==> config.mk <==
export PLATFORM = sky130hd
export DESIGN_NAME = knapsack_solver
export DESIGN_NICKNAME = d
export VERILOG_FILES = /design/src/rtl/knapsack_solver.sv
export SDC_FILE = /design/constraint.sdc
export NUM_CORES = 1
export LEC_CHECK = 0
export ABC_AREA = 1
export CAP_MARGIN = 20
export CORE_MARGIN = 2
export CORE_UTILIZATION = 54
export CTS_CLUSTER_DIAMETER = 100
export CTS_CLUSTER_SIZE = 16
export DETAILED_ROUTE_END_ITERATION = 16
export PLACE_DENSITY = 0.76
export SLEW_MARGIN = 20
export SYNTH_ARGS = -nofsm -noshare
export SYNTH_HDL_FRONTEND = slang
export SYNTH_SLANG_ARGS = --single-unit
==> constraint.sdc <==
create_clock -name clk -period 5.7 [get_ports clk]
set_input_delay 1.14 -clock clk [delete_from_list [all_inputs] [get_ports clk]]
set_output_delay 1.14 -clock clk [all_outputs]
set_load 0.01 [all_outputs]
==> src/rtl/knapsack_solver.sv <==
// Iterative 0/1 knapsack engine: a 1-D DP table held in registers, updated one
// (item, capacity) cell per clock while the capacity index walks downward.
module knapsack_solver #(
  parameter int N_ITEMS = 4,
  parameter int CAP_W   = 4
) (
  input  logic                       clk,
  input  logic                       rst_n,
  input  logic                       start,
  input  logic [CAP_W-1:0]           capacity,
  input  logic [N_ITEMS*CAP_W-1:0]   weights,
  input  logic [N_ITEMS*8-1:0]       values,
  output logic [7:0]                 result,
  output logic                       done,
  output logic                       busy
);
  localparam int DEPTH = 1 << CAP_W;
  localparam int IW    = (N_ITEMS > 1) ? $clog2(N_ITEMS) : 1;

  typedef enum logic [1:0] {IDLE, INIT, SCAN, DONE} state_t;

  state_t                          state;
  logic [CAP_W-1:0]                cap_q, c;
  logic [IW-1:0]                   i;
  logic [N_ITEMS-1:0][CAP_W-1:0]   w_q;
  logic [N_ITEMS-1:0][7:0]         v_q;
  logic [DEPTH-1:0][7:0]           dp;

  logic [CAP_W-1:0] wi;
  logic [7:0]       vi, cur, src, cand, upd;
  logic [8:0]       sum9;
  logic             fits, last_item;

  // Cell update: compare the current entry against taking item i on top of
  // the entry w_q[i] below it; the source is read before this edge's write.
  always_comb begin
    wi        = w_q[i];
    vi        = v_q[i];
    cur       = dp[c];
    fits      = (c >= wi);
    src       = dp[c - wi];
    sum9      = {1'b0, src} + {1'b0, vi};
    cand      = sum9[8] ? 8'hFF : sum9[7:0];
    upd       = (fits && cand > cur) ? cand : cur;
    last_item = (i == IW'(N_ITEMS - 1));
  end

  always_ff @(posedge clk or negedge rst_n) begin
    if (!rst_n) begin
      state  <= IDLE;
      cap_q  <= '0;
      c      <= '0;
      i      <= '0;
      w_q    <= '0;
      v_q    <= '0;
      dp     <= '0;
      result <= '0;
      done   <= 1'b0;
      busy   <= 1'b0;
    end else begin
      done <= 1'b0;
      case (state)
        IDLE: if (start) begin
          cap_q <= capacity;
          w_q   <= weights;
          v_q   <= values;
          busy  <= 1'b1;
          state <= INIT;
        end
        INIT: begin
          dp    <= '0;
          i     <= '0;
          c     <= cap_q;
          state <= SCAN;
        end
        SCAN: begin
          dp[c] <= upd;
          if (c == '0) begin
            if (last_item) state <= DONE;
            else begin
              i <= i + 1'b1;
              c <= cap_q;
            end
          end else begin
            c <= c - 1'b1;
          end
        end
        DONE: begin
          result <= dp[cap_q];
          done   <= 1'b1;
          busy   <= 1'b0;
          state  <= IDLE;
        end
        default: state <= IDLE;
      endcase
    end
  end
endmodule

Yosys cells after proc, flatten, opt, wreduce, memory -nomap -nowiden:

Index checks and enable logic that the tools add are counted.

* flip-flop bits (word level): 198
* latch bits: 0
* RAM bits: 0
* ROM bits: 0
* input bits: 55
* output and inout bits: 10
* logic and storage cells: 91
* memories kept: 0

* add/sub/neg operators: 4
* $mul: 0
* divide/modulo/power cells: 0
* magnitude comparators: 7
* equality and inequality tests: 9
* shifts and indexed selects: 0
* mux-type cells: 29
* bitwise operators: 0
* reductions and logical operators: 11

Operators by type and width (count)
* 128-bit case mux with 2 select lines: 1
* 128-bit bitwise mux: 1
* 8-bit binary-select mux with 4-bit select: 3
* 8-bit two-way mux: 7
* 8-bit demux with 4-bit select: 1
* 8-bit binary-select mux with 2-bit select: 1
* 4-bit by 5-bit less-than comparator with 1-bit output (second input constant): 3
* 4-bit two-way mux: 3
* 2-bit two-way mux: 5
* 8-bit by 8-bit adder with 9-bit output: 1
* 4-bit binary-select mux with 2-bit select: 1
* 8-bit greater-than comparator: 1
* 2-bit inequality test (second input constant): 4
* 2-bit case mux with 4 select lines: 1
* 4-bit case mux with 2 select lines: 1
* 2-bit equality test (second input constant): 3
* 2-bit AND reduction: 3
* 3-bit AND reduction: 2
* 4-bit by 1-bit >= comparator with 1-bit output (second input constant): 1
* 4-bit >= comparator: 1
* 4-bit zero test: 1
* 2-bit case mux with 2 select lines: 1
* 2-bit nonzero test: 2
* 4-bit by 1-bit subtractor with 4-bit output (second input constant): 1
* other kinds (9): 11

Logic depth before layout (Yosys ltp):

* word-level depth: 12
* depth in mapped cells: 39
* depth with buffers taken out: 35

Worst setup path after synthesis:

No wires, ideal clock.

* path kind: register to register
* start: register i[0]
* end: register dp[56] (netlist bit)
* setup time: 118 ps
* arrival: 5430 ps
* required time: 5582 ps
* slack: 152 ps
* cell stages (with the launch flop): 38
* buffers on the path: 3
* clock period less this slack: 5548 ps
* cell sequence: dfrtp_1 -> clkinv_1 -> clkbuf_1 -> o21ai_0 -> o22ai_1 -> ha_1 -> inv_1 -> fa_1 -> xnor2_1 -> inv_1 -> clkbuf_1 -> nand2_1 -> nand3_1 -> nand2_1 -> inv_1 -> ha_1 -> fa_1 -> nand2_1 -> [2 not listed] -> nor2_1 -> nor2_1 -> inv_1 -> nor2_1 -> inv_1 -> ha_1 -> nand2_1 -> inv_1 -> nand2_1 -> nand2_1 -> nand2_1 -> nand2_1 -> nand2_1 -> nor2_2 -> nand2_1 -> buf_2 -> nand3_1 -> nand2_1

* word-level cells in the longest chain between the ends: 12
* elaborated cells on any way between the ends: 15
* those cells by class: 2 x add/sub; 2 x order compare; 10 x mux; 1 x reduce/logical

Ends and longest elaborated chain
* from (decl): RTL line 24 `logic [IW-1:0] i;`
* from (signal assigned): RTL line 81 `i <= i + 1'b1;`
* 4-bit binary-select mux with 2-bit select: RTL line 37 `wi = w_q[i];`
* 4-bit two-way mux (implied by the code): RTL line 37
* 4-bit subtractor: RTL line 41 `src = dp[c - wi];`
* 8-bit binary-select mux with 4-bit select: RTL line 41
* 8-bit two-way mux (implied by the code): RTL line 41
* 8-bit by 8-bit adder with 9-bit output: RTL line 42 `sum9 = {1'b0, src} + {1'b0, vi};`
* 8-bit two-way mux: RTL line 43 `cand = sum9[8] ? 8'hFF : sum9[7:0];`
* 8-bit greater-than comparator: RTL line 44 `upd = (fits && cand > cur) ? cand : cur;`
* 1-bit logical AND: RTL line 44
* 8-bit two-way mux (*): RTL line 44
* 128-bit bitwise mux (*): RTL line 77 `dp[c] <= upd;`
* 128-bit case mux with 2 select lines (*): RTL line 62 `case (state)`
* to (signal, indexed assignment): RTL line 77
* to (decl): RTL line 27 `logic [DEPTH-1:0][7:0] dp;`

Every way passes the cells marked *; elsewhere a longest branch is shown, timed or not. The select of a mux whose other input is x is not followed.
A chain may end at the register's enable or synchronous reset.

Final worst setup path:

* start: register i[0]
* end: register dp[53] (netlist bit)

Same word-level chain as after synthesis.

==> flow_metrics.env <==
export IMPL_gp_congestion=1.02
export IMPL_wl_um=46500
export IMPL_ios=65
export IMPL_clockBufferDepth=2
export IMPL_finalCriticalPeriod_ns=5.53
export IMPL_insertion_delay_ns=0.45
export IMPL_antenna_found_initial=0
export IMPL_globalRouteOverflowTotal=0
export IMPL_endpoint_kind="register"
export IMPL_max_freq_mhz=181
export IMPL_cp_common_cell="nand2_1"
export IMPL_cp_arrival_ns=5.92
export IMPL_synth_edf_count=0
export IMPL_wl_per_cell_um=20.2
export IMPL_drv_slew=0
export IMPL_die_h_um=158
export IMPL_hold_violations=0
export IMPL_ys_seq_area_frac=0.385
export IMPL_postRouteAntennaNets=0
export IMPL_synthArstFlopShare=1.00
export IMPL_drv_cap=0
export IMPL_hp_class="register to register"
export IMPL_tritoncts="done"
export IMPL_slowest_stage="fa_2"
export IMPL_synth_fp_nets=2025
export IMPL_grt_max_degree=110
export IMPL_firstDrtPassIters=6
export IMPL_fin_skew_ns=0.0115
export IMPL_ctsHtreeMaxLevel=4
export IMPL_grt_pass1_wl_um=71400
export IMPL_fp_dieW_um=158
export IMPL_worst_pin_slew_ns=1.13
export IMPL_start_util=0.549
export IMPL_place_hpwl_um=29900
export IMPL_synth_avg_cell_area_um2=6.65
export IMPL_critical_path_required_ns=6.08
export IMPL_layout_nets=2058
export IMPL_coreArea_um2=23500
export IMPL_synthesis_area_um2=12900
export IMPL_portBuffers=64
export IMPL_antennaDiodeCount=0
export IMPL_layout_common_cells="920 x nand2_1, 320 x nand3_1, 195 x dfrtp_1, 86 x a21oi_1, 65 x nor2_1"
export IMPL_via_count=13972
export IMPL_status="finished, final reports clean"
export IMPL_cts_made_buffers=17
export IMPL_critPathMaxFanout=32
export IMPL_drt_iter0_drc=1980
export IMPL_clk_pin_slew_worst_paths_ns=0.08
export IMPL_critPathLaunchType="register"
export IMPL_path_buf_inv=7
export IMPL_synthCells=1937
export IMPL_cpPeakStageDelay_ns=0.48
export IMPL_first_global_vias=12662
export IMPL_die_area_um2=25100
export IMPL_drive_gt1_frac=0.0807
export IMPL_track_usage=0.375
export IMPL_critPathTopFamily="simple AND/OR/NAND/NOR gates"
export IMPL_yosysWarnings=0
export IMPL_setup_tns_ns=0
export IMPL_finalSetupViolCount=0
export IMPL_ys_seq_elements=198
export IMPL_route_detailed_drc=0
export IMPL_rows=56
export IMPL_syn2layout_area_growth_pct=14.4
export IMPL_layout_commonest_cell="nand2_1"
export IMPL_relSlewSlack=0.244
export IMPL_min_period_over_period=0.971
export IMPL_post_synth_num_cell_types=35
export IMPL_root_buffer="clkbuf_16"
export IMPL_via_per_inst=6.07
export IMPL_worstSetupPathType="register to register"
export IMPL_ys_flop_type="dfrtp_1"
export IMPL_cts_sinks=198
export IMPL_hold_buffers=0
timing repair:
| item | in CTS | in global routing |
|---|---|---|
| gates resized for setup | 0 | 68 |
| setup endpoints to repair | 0 | 128 |
| setup buffers | 0 | 9 |
final timing paths:
check	start	end	slack [ns]	cells past startpoint
worst min-delay path	v_q[4]$_DFFE_PN0P_	v_q[4]$_DFFE_PN0P_	0.48	2
worst max register to register	i[0]$_DFFE_PN0P_	dp[53]$_DFFE_PN0P_	0.17	35
max in group asynchronous	rst_n	v_q[1]$_DFFE_PN0P_	3.91	2
worst max-delay path	i[0]$_DFFE_PN0P_	dp[53]$_DFFE_PN0P_	0.17	35
worst min register to register	v_q[4]$_DFFE_PN0P_	v_q[4]$_DFFE_PN0P_	0.48	2
min in group asynchronous	rst_n	dp[103]$_DFFE_PN0P_	0.73	1
kinds of logic (layout without fill, tap and decap cells):
kind of cell | count (synthesis) | count (layout) | share of synthesized area
compound gates | 162 | 162 | 0.0723
xor+xnor | 7 | 7 | 0.00476
fa+ha+maj | 33 | 33 | 0.0332
buf+inv | 177 | 223 | 0.0636
flops | 198 | 198 | 0.385
simple gates | 1360 | 1360 | 0.441
registers in the layout (all words and copies together), names as in the netlist:
signal  flops
busy        1
v_q        32
cap_q       4
w_q        16
state       2
done        1
result      8
dp        128
i           2
c           4
per-stage QoR:
stage | cell area (µm²) | hold WS [ns] | std cells | util | worst slack, ns
2_1_floorplan | 12900 | 0.444 | 1937 | - | 0.152
3_3_place_gp | 13800 | 0.460 | 2260 | 0.586 | 0.147
3_5_place_dp | 13800 | 0.460 | 2260 | 0.586 | 0.0232
4_1_cts | 14400 | 0.479 | 2292 | 0.612 | 0.0138
5_1_grt | 14700 | 0.501 | 2302 | 0.628 | -0.188
6_report | 14700 | 0.481 | 2302 | 0.628 | 0.168
final cells by class:
| class | instances | area [µm²] |
|---|---|---|
| multi-input combinational | 1562 | 7310 |
| clock inverter | 14 | 161 |
| timing repair buffer | 119 | 1200 |
| fill | 2140 | 8740 |
| tap | 319 | 399 |
| clock buffer | 18 | 429 |
| sequential | 198 | 4960 |
| inverter | 72 | 278 |
cell usage after synthesis (all sizes together) (2+ instances only):
cell type / number / area share
nand3: 322 / 0.13
a21oi: 86 / 0.033
o31ai: 8 / 0.0047
nor3: 10 / 0.0074
xnor2: 3 / 0.0020
o22ai: 10 / 0.0049
fa: 2 / 0.0031
nor2: 78 / 0.024
clkinv: 4 / 0.0012
xor2: 4 / 0.0027
dfrtp: 198 / 0.38
o221ai: 6 / 0.0041
inv: 68 / 0.020
ha: 31 / 0.030
a22oi: 16 / 0.0093
or2: 2 / 0.00097
nor4: 2 / 0.0033
a32o: 4 / 0.0031
clkbuf: 51 / 0.015
buf: 54 / 0.028
nand3b: 3 / 0.0027
o21ai: 30 / 0.012
nand2: 942 / 0.28
tightest hold or removal path: cells and delay by family (launching register included):
family | cells | cell delay, ns
flip-flops | 1 | 0.34
AND/OR/NAND/NOR | 2 | 0.11
metal layers:
| metal | up-vias | global-route usage | wire [µm] |
|---|---|---|---|
| met5 | - | 0 | 0 |
| met3 | 209 | 0.105 | 6660 |
| met4 | 0 | 0.216 | 3030 |
| met1 | 6381 | 0.503 | 17500 |
| met2 | 1035 | 0.545 | 19400 |
| li1 | 6347 | - | - |
Power is not shown: default switching activity piles up to over one toggle a cycle in this logic, so the estimate is an artifact.
